### src/rtl/reg_writeback_unit_if.sv
// Signal bundle between the pipeline and the register-file write-back unit.
// The master modport is the pipeline side, the slave modport is the unit.
interface reg_writeback_unit_if #(
  parameter int unsigned DEPTH = 4,
  parameter int unsigned DW    = 32,
  parameter int unsigned AW    = 5
);
  // ALU result stream
  logic                    alu_we;
  logic [AW-1:0]           alu_a3;
  logic [DW-1:0]           alu_wd;
  // Load issue and memory return
  logic                    ld_issue;
  logic [AW-1:0]           ld_a3;
  logic                    mem_valid;
  logic [AW-1:0]           mem_a3;
  logic [DW-1:0]           mem_rd;
  logic                    mem_ready;
  // Register-file write port
  logic                    we3;
  logic [AW-1:0]           a3;
  logic [DW-1:0]           wd3;
  // Decode-stage scoreboard lookup
  logic [AW-1:0]           q_a1;
  logic [AW-1:0]           q_a2;
  logic                    busy1;
  logic                    busy2;
  // Status
  logic [$clog2(DEPTH):0]  fifo_cnt;
  logic                    err;

  modport master (
    output alu_we, alu_a3, alu_wd, ld_issue, ld_a3, mem_valid, mem_a3, mem_rd, q_a1, q_a2,
    input  mem_ready, we3, a3, wd3, busy1, busy2, fifo_cnt, err
  );

  modport slave (
    input  alu_we, alu_a3, alu_wd, ld_issue, ld_a3, mem_valid, mem_a3, mem_rd, q_a1, q_a2,
    output mem_ready, we3, a3, wd3, busy1, busy2, fifo_cnt, err
  );
endinterface

### src/rtl/reg_writeback_unit.sv
// Merges single-cycle ALU results and buffered load returns onto the register
// file's single write port, and tracks registers with loads still in flight.
module reg_writeback_unit #(
  parameter int unsigned DEPTH = 4,
  parameter int unsigned DW    = 32,
  parameter int unsigned AW    = 5
) (
  input logic                 clk,
  input logic                 rst_n,
  reg_writeback_unit_if.slave bus
);

  localparam int unsigned PW   = $clog2(DEPTH);
  localparam int unsigned CW   = PW + 1;
  localparam int unsigned NREG = 1 << AW;

  // Load-return FIFO storage and pointers
  logic [AW-1:0]   fifo_a3_q [DEPTH];
  logic [DW-1:0]   fifo_wd_q [DEPTH];
  logic [PW-1:0]   rd_ptr_q;
  logic [PW-1:0]   wr_ptr_q;
  logic [CW-1:0]   cnt_q;

  logic [NREG-1:0] pending_q;
  logic [NREG-1:0] pending_d;
  logic            err_q;
  logic            err_set;

  logic            we3_q;
  logic [AW-1:0]   a3_q;
  logic [DW-1:0]   wd3_q;

  logic            mem_ready;
  logic            alu_wr;
  logic            accept;
  logic            push;
  logic            pop;
  logic [AW-1:0]   head_a3;
  logic [DW-1:0]   head_wd;
  logic            in_fifo;
  logic [PW-1:0]   off;

  // Ready is forced low during reset and never looks at this cycle's pop.
  assign mem_ready = rst_n && (cnt_q < CW'(DEPTH));
  assign alu_wr    = bus.alu_we && (bus.alu_a3 != '0);
  assign accept    = bus.mem_valid && mem_ready;
  assign push      = accept && (bus.mem_a3 != '0);
  assign pop       = !alu_wr && (cnt_q != '0);
  assign head_a3   = fifo_a3_q[rd_ptr_q];
  assign head_wd   = fifo_wd_q[rd_ptr_q];

  // Does an occupied FIFO slot already hold the returning destination?
  always_comb begin
    in_fifo = 1'b0;
    off     = '0;
    for (int i = 0; i < int'(DEPTH); i++) begin
      off = PW'(i) - rd_ptr_q;
      if ((CW'(off) < cnt_q) && (fifo_a3_q[i] == bus.mem_a3)) begin
        in_fifo = 1'b1;
      end
    end
  end

  // Clear on pop first so a same-edge issue to that register wins.
  always_comb begin
    pending_d = pending_q;
    if (pop) begin
      pending_d[head_a3] = 1'b0;
    end
    if (bus.ld_issue && (bus.ld_a3 != '0)) begin
      pending_d[bus.ld_a3] = 1'b1;
    end
    pending_d[0] = 1'b0;
  end

  always_comb begin
    err_set = 1'b0;
    if (bus.ld_issue && (bus.ld_a3 != '0) && pending_q[bus.ld_a3] &&
        !(pop && (head_a3 == bus.ld_a3))) begin
      err_set = 1'b1;
    end
    if (push && !pending_q[bus.mem_a3] && !in_fifo) begin
      err_set = 1'b1;
    end
    if (alu_wr && pending_q[bus.alu_a3]) begin
      err_set = 1'b1;
    end
  end

  always_ff @(posedge clk or negedge rst_n) begin
    if (!rst_n) begin
      for (int i = 0; i < int'(DEPTH); i++) begin
        fifo_a3_q[i] <= '0;
        fifo_wd_q[i] <= '0;
      end
      rd_ptr_q <= '0;
      wr_ptr_q <= '0;
      cnt_q    <= '0;
    end else begin
      if (push) begin
        fifo_a3_q[wr_ptr_q] <= bus.mem_a3;
        fifo_wd_q[wr_ptr_q] <= bus.mem_rd;
        wr_ptr_q            <= wr_ptr_q + 1'b1;
      end
      if (pop) begin
        rd_ptr_q <= rd_ptr_q + 1'b1;
      end
      case ({push, pop})
        2'b10:   cnt_q <= cnt_q + 1'b1;
        2'b01:   cnt_q <= cnt_q - 1'b1;
        default: ;
      endcase
    end
  end

  // ALU results take priority; the FIFO drains whenever the ALU is idle.
  always_ff @(posedge clk or negedge rst_n) begin
    if (!rst_n) begin
      we3_q <= 1'b0;
      a3_q  <= '0;
      wd3_q <= '0;
    end else if (alu_wr) begin
      we3_q <= 1'b1;
      a3_q  <= bus.alu_a3;
      wd3_q <= bus.alu_wd;
    end else if (pop) begin
      we3_q <= 1'b1;
      a3_q  <= head_a3;
      wd3_q <= head_wd;
    end else begin
      we3_q <= 1'b0;
    end
  end

  always_ff @(posedge clk or negedge rst_n) begin
    if (!rst_n) begin
      pending_q <= '0;
      err_q     <= 1'b0;
    end else begin
      pending_q <= pending_d;
      err_q     <= err_q | err_set;
    end
  end

  assign bus.mem_ready = mem_ready;
  assign bus.we3       = we3_q;
  assign bus.a3        = a3_q;
  assign bus.wd3       = wd3_q;
  assign bus.busy1     = pending_q[bus.q_a1];
  assign bus.busy2     = pending_q[bus.q_a2];
  assign bus.fifo_cnt  = cnt_q;
  assign bus.err       = err_q;

endmodule

### src/flat_wrapper.sv
// flat-port wrapper written by rule: the top's interface ports become plain ports
module reg_writeback_unit_flat 
#(
  parameter int unsigned DEPTH = 4,
  parameter int unsigned DW    = 32,
  parameter int unsigned AW    = 5
)
  (clk, rst_n, bus_alu_we, bus_alu_a3, bus_alu_wd, bus_ld_issue, bus_ld_a3, bus_mem_valid, bus_mem_a3, bus_mem_rd, bus_q_a1, bus_q_a2, bus_mem_ready, bus_we3, bus_a3, bus_wd3, bus_busy1, bus_busy2, bus_fifo_cnt, bus_err);
  reg_writeback_unit_if #(.DEPTH(DEPTH), .DW(DW), .AW(AW)) bus_i ();
  input logic clk;
  input logic rst_n;
  input wire logic [$bits(bus_i.alu_we)-1:0] bus_alu_we;
  input wire logic [$bits(bus_i.alu_a3)-1:0] bus_alu_a3;
  input wire logic [$bits(bus_i.alu_wd)-1:0] bus_alu_wd;
  input wire logic [$bits(bus_i.ld_issue)-1:0] bus_ld_issue;
  input wire logic [$bits(bus_i.ld_a3)-1:0] bus_ld_a3;
  input wire logic [$bits(bus_i.mem_valid)-1:0] bus_mem_valid;
  input wire logic [$bits(bus_i.mem_a3)-1:0] bus_mem_a3;
  input wire logic [$bits(bus_i.mem_rd)-1:0] bus_mem_rd;
  input wire logic [$bits(bus_i.q_a1)-1:0] bus_q_a1;
  input wire logic [$bits(bus_i.q_a2)-1:0] bus_q_a2;
  output wire logic [$bits(bus_i.mem_ready)-1:0] bus_mem_ready;
  output wire logic [$bits(bus_i.we3)-1:0] bus_we3;
  output wire logic [$bits(bus_i.a3)-1:0] bus_a3;
  output wire logic [$bits(bus_i.wd3)-1:0] bus_wd3;
  output wire logic [$bits(bus_i.busy1)-1:0] bus_busy1;
  output wire logic [$bits(bus_i.busy2)-1:0] bus_busy2;
  output wire logic [$bits(bus_i.fifo_cnt)-1:0] bus_fifo_cnt;
  output wire logic [$bits(bus_i.err)-1:0] bus_err;
  assign bus_i.alu_we = bus_alu_we;
  assign bus_i.alu_a3 = bus_alu_a3;
  assign bus_i.alu_wd = bus_alu_wd;
  assign bus_i.ld_issue = bus_ld_issue;
  assign bus_i.ld_a3 = bus_ld_a3;
  assign bus_i.mem_valid = bus_mem_valid;
  assign bus_i.mem_a3 = bus_mem_a3;
  assign bus_i.mem_rd = bus_mem_rd;
  assign bus_i.q_a1 = bus_q_a1;
  assign bus_i.q_a2 = bus_q_a2;
  assign bus_mem_ready = bus_i.mem_ready;
  assign bus_we3 = bus_i.we3;
  assign bus_a3 = bus_i.a3;
  assign bus_wd3 = bus_i.wd3;
  assign bus_busy1 = bus_i.busy1;
  assign bus_busy2 = bus_i.busy2;
  assign bus_fifo_cnt = bus_i.fifo_cnt;
  assign bus_err = bus_i.err;
  reg_writeback_unit #(.DEPTH(DEPTH), .DW(DW), .AW(AW)) u_core (.clk(clk), .rst_n(rst_n), .bus(bus_i));
endmodule
### config.mk
export PLATFORM = sky130hd
export DESIGN_NAME = reg_writeback_unit_flat
export DESIGN_NICKNAME = d
export VERILOG_FILES = /design/src/rtl/reg_writeback_unit_if.sv /design/src/rtl/reg_writeback_unit.sv /design/src/flat_wrapper.sv
export SDC_FILE = /design/constraint.sdc
export NUM_CORES = 1
export LEC_CHECK = 0
export BUFFER_PORTS_ARGS = -buffer_cell sky130_fd_sc_hd__buf_2
export CAP_MARGIN = 0
export CORE_UTILIZATION = 25
export DETAILED_ROUTE_END_ITERATION = 10
export MAX_ROUTING_LAYER = met4
export SLEW_MARGIN = 20
export SYNTH_ARGS = -nofsm -noshare
export SYNTH_HDL_FRONTEND = slang
export SYNTH_SLANG_ARGS = --single-unit
### constraint.sdc
create_clock -name clk -period 3 [get_ports clk]
set_input_delay 0.75 -clock clk [delete_from_list [all_inputs] [get_ports clk]]
set_output_delay 0.75 -clock clk [all_outputs]
set_load 0.05 [all_outputs]
======== After elaboration in Yosys (flattened, before gate mapping) ========
Cells that the tools add are included.
word-level totals
  bits in latches ......................... 0
  bits of input ports ..................... 94
  register bits ........................... 225
  memory bits (read-only) ................. 0
  output and inout port bits .............. 45
  RAM bits ................................ 0
  logic and storage cells ................. 124
  memories kept ........................... 0
cells by class
  order comparisons ....................... 16
  $add $sub $neg .......................... 8
  shift-type cells ........................ 0
  equal/unequal tests ..................... 7
  multiplexer cells ....................... 42
  multipliers ............................. 0
  reductions and logical operators ........ 29
  bitwise gates (word level) .............. 6
  divide/modulo/power cells ............... 0
operators by type and width
  cell                                                                    number
  32-bit two-way mux                                                      7
  128-bit bitwise mux                                                     1
  32-bit binary-select mux with 2-bit select                              1
  32-bit demux with 2-bit select                                          1
  5-bit by 6-bit < comparator with 1-bit output (second input constant)   6
  32-bit AND                                                              1
  32-bit NOT                                                              1
  32-bit bitwise OR                                                       1
  1-bit binary-select mux with 5-bit select                               5
  5-bit == test                                                           5
  5-bit two-way mux                                                       5
  20-bit bitwise mux                                                      1
  1-bit logical AND                                                       19
  1-bit two-way mux                                                       16
  5-bit nonzero test                                                      3
  2-bit by 3-bit < comparator with 1-bit output                           4
  5-bit binary-select mux with 2-bit select                               1
  1-bit demux with 5-bit select                                           2
  5-bit demux with 2-bit select                                           1
  5-bit by 1-bit >= comparator with 1-bit output (second input constant)  2
  3-bit >= comparator (second input constant)                             2
  2-bit NOT with 3-bit output                                             2
  3-bit case mux with 2 select lines                                      1
  2-bit by 1-bit adder with 2-bit output (second input constant)          2
  12 further kinds                                                        18

======== Depth between registers and ports, before layout ========
  word-level depth ........................ 13
  mapped depth ............................ 11
  mapped depth without buffers ............ 10

======== Worst setup path after synthesis ========
No wires, ideal clock.
  path kind ............................... input port to output port
  start ................................... input port bus_q_a1[1]
  end ..................................... output port bus_busy1
  path buffers ............................ 1
  path slack .............................. -91 ps
  required time ........................... 2250 ps
  stages .................................. 6
  arrival ................................. 2341 ps
  cell sequence ........................... clkbuf_1 > mux2_2 > nand2_1 > o21ai_0 > mux4_2 > mux2_2
on the way
  longest elaborated chain between the ends .. 2
ends and longest elaborated chain
  element                                    line                       text
  start, declared                            flat_wrapper.sv:20         input wire logic [$bits(bus_i.q_a1)-1:0] bus_q_a1;
  1-bit binary-select mux with 5-bit select  reg_writeback_unit.sv:149  assign bus.busy1 = pending_q[bus.q_a1];
  1-bit two-way mux (implied by the code)    reg_writeback_unit.sv:149
  end, declared                              flat_wrapper.sv:26         output wire logic [$bits(bus_i.busy1)-1:0] bus_busy1;
Every way passes these cells. The select of a mux whose other input is x is not followed.

======== Final worst setup path ========
  start ................................... register u_core.pending_q[27]
  end ..................................... output port bus_busy1
on the way
  longest elaborated chain between the ends .. 2
ends and longest elaborated chain
  element                                    line                       text
  start, declared                            reg_writeback_unit.sv:24   logic [NREG-1:0] pending_q;
  start signal, assigned                     reg_writeback_unit.sv:140  pending_q <= pending_d;
  1-bit binary-select mux with 5-bit select  reg_writeback_unit.sv:149
  1-bit two-way mux (implied by the code)    reg_writeback_unit.sv:149
Every way passes these cells. The select of a mux whose other input is x is not followed.

==> results_dict.tcl <==
set metrics [dict create \
    path_clk_slew_ps 60 \
    coreArea_sq_um 45500 \
    cp.arrival_ps 2440 \
    syn_nets 1032 \
    ys_top_cells_by_area "dfrtp_1, mux2_2, mux4_2, nand2_1, o21ai_0" \
    grt_pass1_wl_um 50000 \
    syn-instance-count 928 \
    ios 139 \
    clock_path_buffers 3 \
    start_kind "register" \
    layout_min_cycle_time_ps 3190 \
    vias 8316 \
    grt_max_degree 134 \
    grt_antenna_before_repair 1 \
    fillers 4645 \
    via_per_inst 4.90 \
    clkPwrFrac_pct 22.2 \
    setup_slack_ps -188 \
    power_density_nw_per_um2 1140 \
    multi_input_area_sq_um 5630 \
    hold_ws_ps 314 \
    total_power_mw 16.1 \
    ys_ff_latch 225 \
    route.detailed.drc 0 \
    max_slew_margin_pct 47.2 \
    hold_path_class "input pin to async pin" \
    cts_max_level 1 \
    grt_busiest_layer "met2" \
    initial_core_util_pct 25.5 \
    outcome "finished with violations" \
    leakage_nw 6.04 \
    ys.flop_type "dfrtp_1" \
    crit_type "register to primary output" \
    die_height_um 217 \
    io_buffer_count 138 \
    first_global_vias 8647 \
    die_x_um 217 \
    die_area_sq_um 47200 \
    clk_latency_ps 550 \
    synth_edf_count 0 \
    fin_area_sq_um 14200 \
    yosysTopAreaCellShare_pct 48.6 \
    first_pass_iters 5 \
    drt-wirelength-per-cell_um 18.8 \
    period_share_pct 106 \
    final_cell_mix "dfrtp_1, mux2_2, buf_2" \
    pwr-share-comb_pct 42.0 \
    final_core_util_pct 31.2 \
    final_nets 1179 \
    synth_top_cell_by_area "dfrtp_1" \
    internal_power_mw 9.90 \
    grtUsageMet2_pct 22.3 \
    rsz0062_at_grt "true" \
    hold_viol_final 0 \
    mappedNetlistArea_sq_um 11600 \
    drt_wl_total_um 31900 \
    worst_pin_slew_ps 792 \
    cts.sink_count 225 \
    globalRouteMet1Util_pct 18.0 \
    grtUsageMet3_pct 2.32 \
    maxSlewViolCount 0 \
    synth-seq-area-share_pct 48.6 \
    max-vdd-ir-drop_uv 532 \
    gp_congestion 0.911 \
    synth.avg_cell_area_sq_um 12.5 \
    switching_share_pct 38.6 \
    hpwl_um 20900 \
    max_freq_mhz 314 \
    drtAntennaViolNets 0 \
    drv_cap 0 \
    synthDistinctLibCells 54 \
    clock-root-buffer "clkbuf_16" \
    worstPathRequired_ps 2250 \
    register_area_sq_um 5660 \
    cts_tree "built" \
    async_reset_ff_share_pct 100 \
    grt_overflow 0 \
    drive_gt1_share_pct 43.4 \
    mostFrequentLayoutCell "dfrtp_1" \
    worstSetupEndpointType "primary output" \
    place_area_sq_um 13100 \
    initialDrtViolationCount 641 \
    power.switching_mw 6.23 \
    final-setup-viol-count 2 \
    yosys_warnings 0 \
    cp_max_fo 6 \
    grt_usage_pct 14.0 \
    seqPwrFrac_pct 35.8 \
    synthToLayoutAreaGrowth_pct 22.4 \
    placement_rows 78 \
    cts_made_buffers 28 \
    violations "negative setup slack" \
    skew_ps 16.9 \
]
critical path: stages (launching register included):
cell	delay [ps]
dfrtp_1	480
mux4_2	500
mux4_2	480
mux2_4	280
buf_6	150
cell usage after synthesis, types with 2 or more instances:
| master | n |
|---|---|
| o21ai_0 | 63 |
| buf_6 | 2 |
| a22oi_1 | 2 |
| a2111oi_0 | 4 |
| nand2_1 | 93 |
| nor4_1 | 2 |
| ha_1 | 9 |
| inv_1 | 12 |
| o211ai_1 | 2 |
| nor2_1 | 39 |
| clkbuf_1 | 24 |
| nor3b_1 | 3 |
| xor2_1 | 16 |
| o21ai_1 | 14 |
| nor4b_1 | 2 |
| a21oi_1 | 11 |
| a31oi_1 | 34 |
| mux2_2 | 150 |
| and3_1 | 2 |
| nand2b_1 | 6 |
| nand3_1 | 12 |
| nor2b_1 | 7 |
| mux2i_1 | 30 |
| nand3b_1 | 9 |
| a211oi_1 | 2 |
| xnor2_1 | 16 |
| nor3_1 | 9 |
| dfrtp_1 | 225 |
| buf_2 | 34 |
| buf_1 | 2 |
| mux4_2 | 64 |
| or3_1 | 4 |
| o2111ai_1 | 3 |
cell type report:
cell class	instances	area share (%)
Clock buffer	37	5.61
Multi-Input combinational cell	627	39.7
Clock inverter	14	1.34
Sequential cell	225	39.9
Inverter	12	0.318
Timing Repair Buffer	181	7.79
Antenna cell	1	0.0177
Tap cell	600	5.30
layer usage:
layer	share of wire (%)	routed length [um]
met3	6.1	1950
met4	2.8	903
met5	0	0
met2	47	15100
met1	44	14000
through the flow:
step	setup TNS (ps)	setup slack, ps	std cells
2_1_floorplan	0	20.1	928
3_3_place_gp	-439	-227	1638
3_5_place_dp	-487	-254	1638
4_1_cts	-390	-198	1691
5_1_grt	-422	-216	1697
6_report	-366	-188	1697
power by group through the flow:
stage	Clock (mW)	Combinational, mW	Sequential, mW
final	3.58	6.77	5.78
after global routing	3.81	7.33	5.94
after CTS	3.69	6.79	5.75
after detailed placement	0	6.71	5.78
after global placement	0	6.61	5.72
after floorplan	0	4.15	6.22
sequential cells by signal, indices dropped and copies added (netlist names):
name                 cells
u_core.fifo_wd_q       128
u_core.bus.wd3          32
u_core.pending_q        31
u_core.fifo_a3_q        20
u_core.bus.a3            5
u_core.bus.fifo_cnt      3
u_core.rd_ptr_q          2
u_core.wr_ptr_q          2
u_core.bus.err           1
u_core.bus.we3           1
repair_timing:
item / CTS / global route
endpoints found under the hold margin: 0 / 0
cloned: 0 / 0
hold buffers: 0 / 0
setup endpoints to repair: 2 / 2
setup buffers: 2 / 5
resized for setup: 18 / 6
pin swaps: 0 / 0
worst paths after layout:
check	slack, ps	to	from	cells past startpoint
min reg2reg	500	u_core.fifo_wd_q[3]	u_core.fifo_wd_q[3]	1
min	310	u_core.bus.wd3[7]	rst_n	2
max in group asynchronous	1530	u_core.rd_ptr_q[1]	rst_n	3
min in group clk	470	u_core.bus.wd3[9]	bus_alu_wd[9]	3
max reg2reg	580	u_core.bus.err	u_core.rd_ptr_q[0]	6
max	-190	bus_busy1	u_core.pending_q[27]	4
cell families (layout without fill, tap and decap cells):
family | count (synthesis) | in the layout | synth area share [%]
adders and majority gates | 10 | 10 | 1.15
other | 0 | 1 | 0
muxes | 244 | 244 | 29.6
DFF | 225 | 225 | 48.6
xor gates and xnor gates | 32 | 32 | 2.42
AOI/OAI and AO/OA | 144 | 144 | 7.21
buffers and inverters | 76 | 244 | 3.00
and+or+nand+nor | 197 | 197 | 7.94
Note: power is estimated with default switching activity, not from simulation.
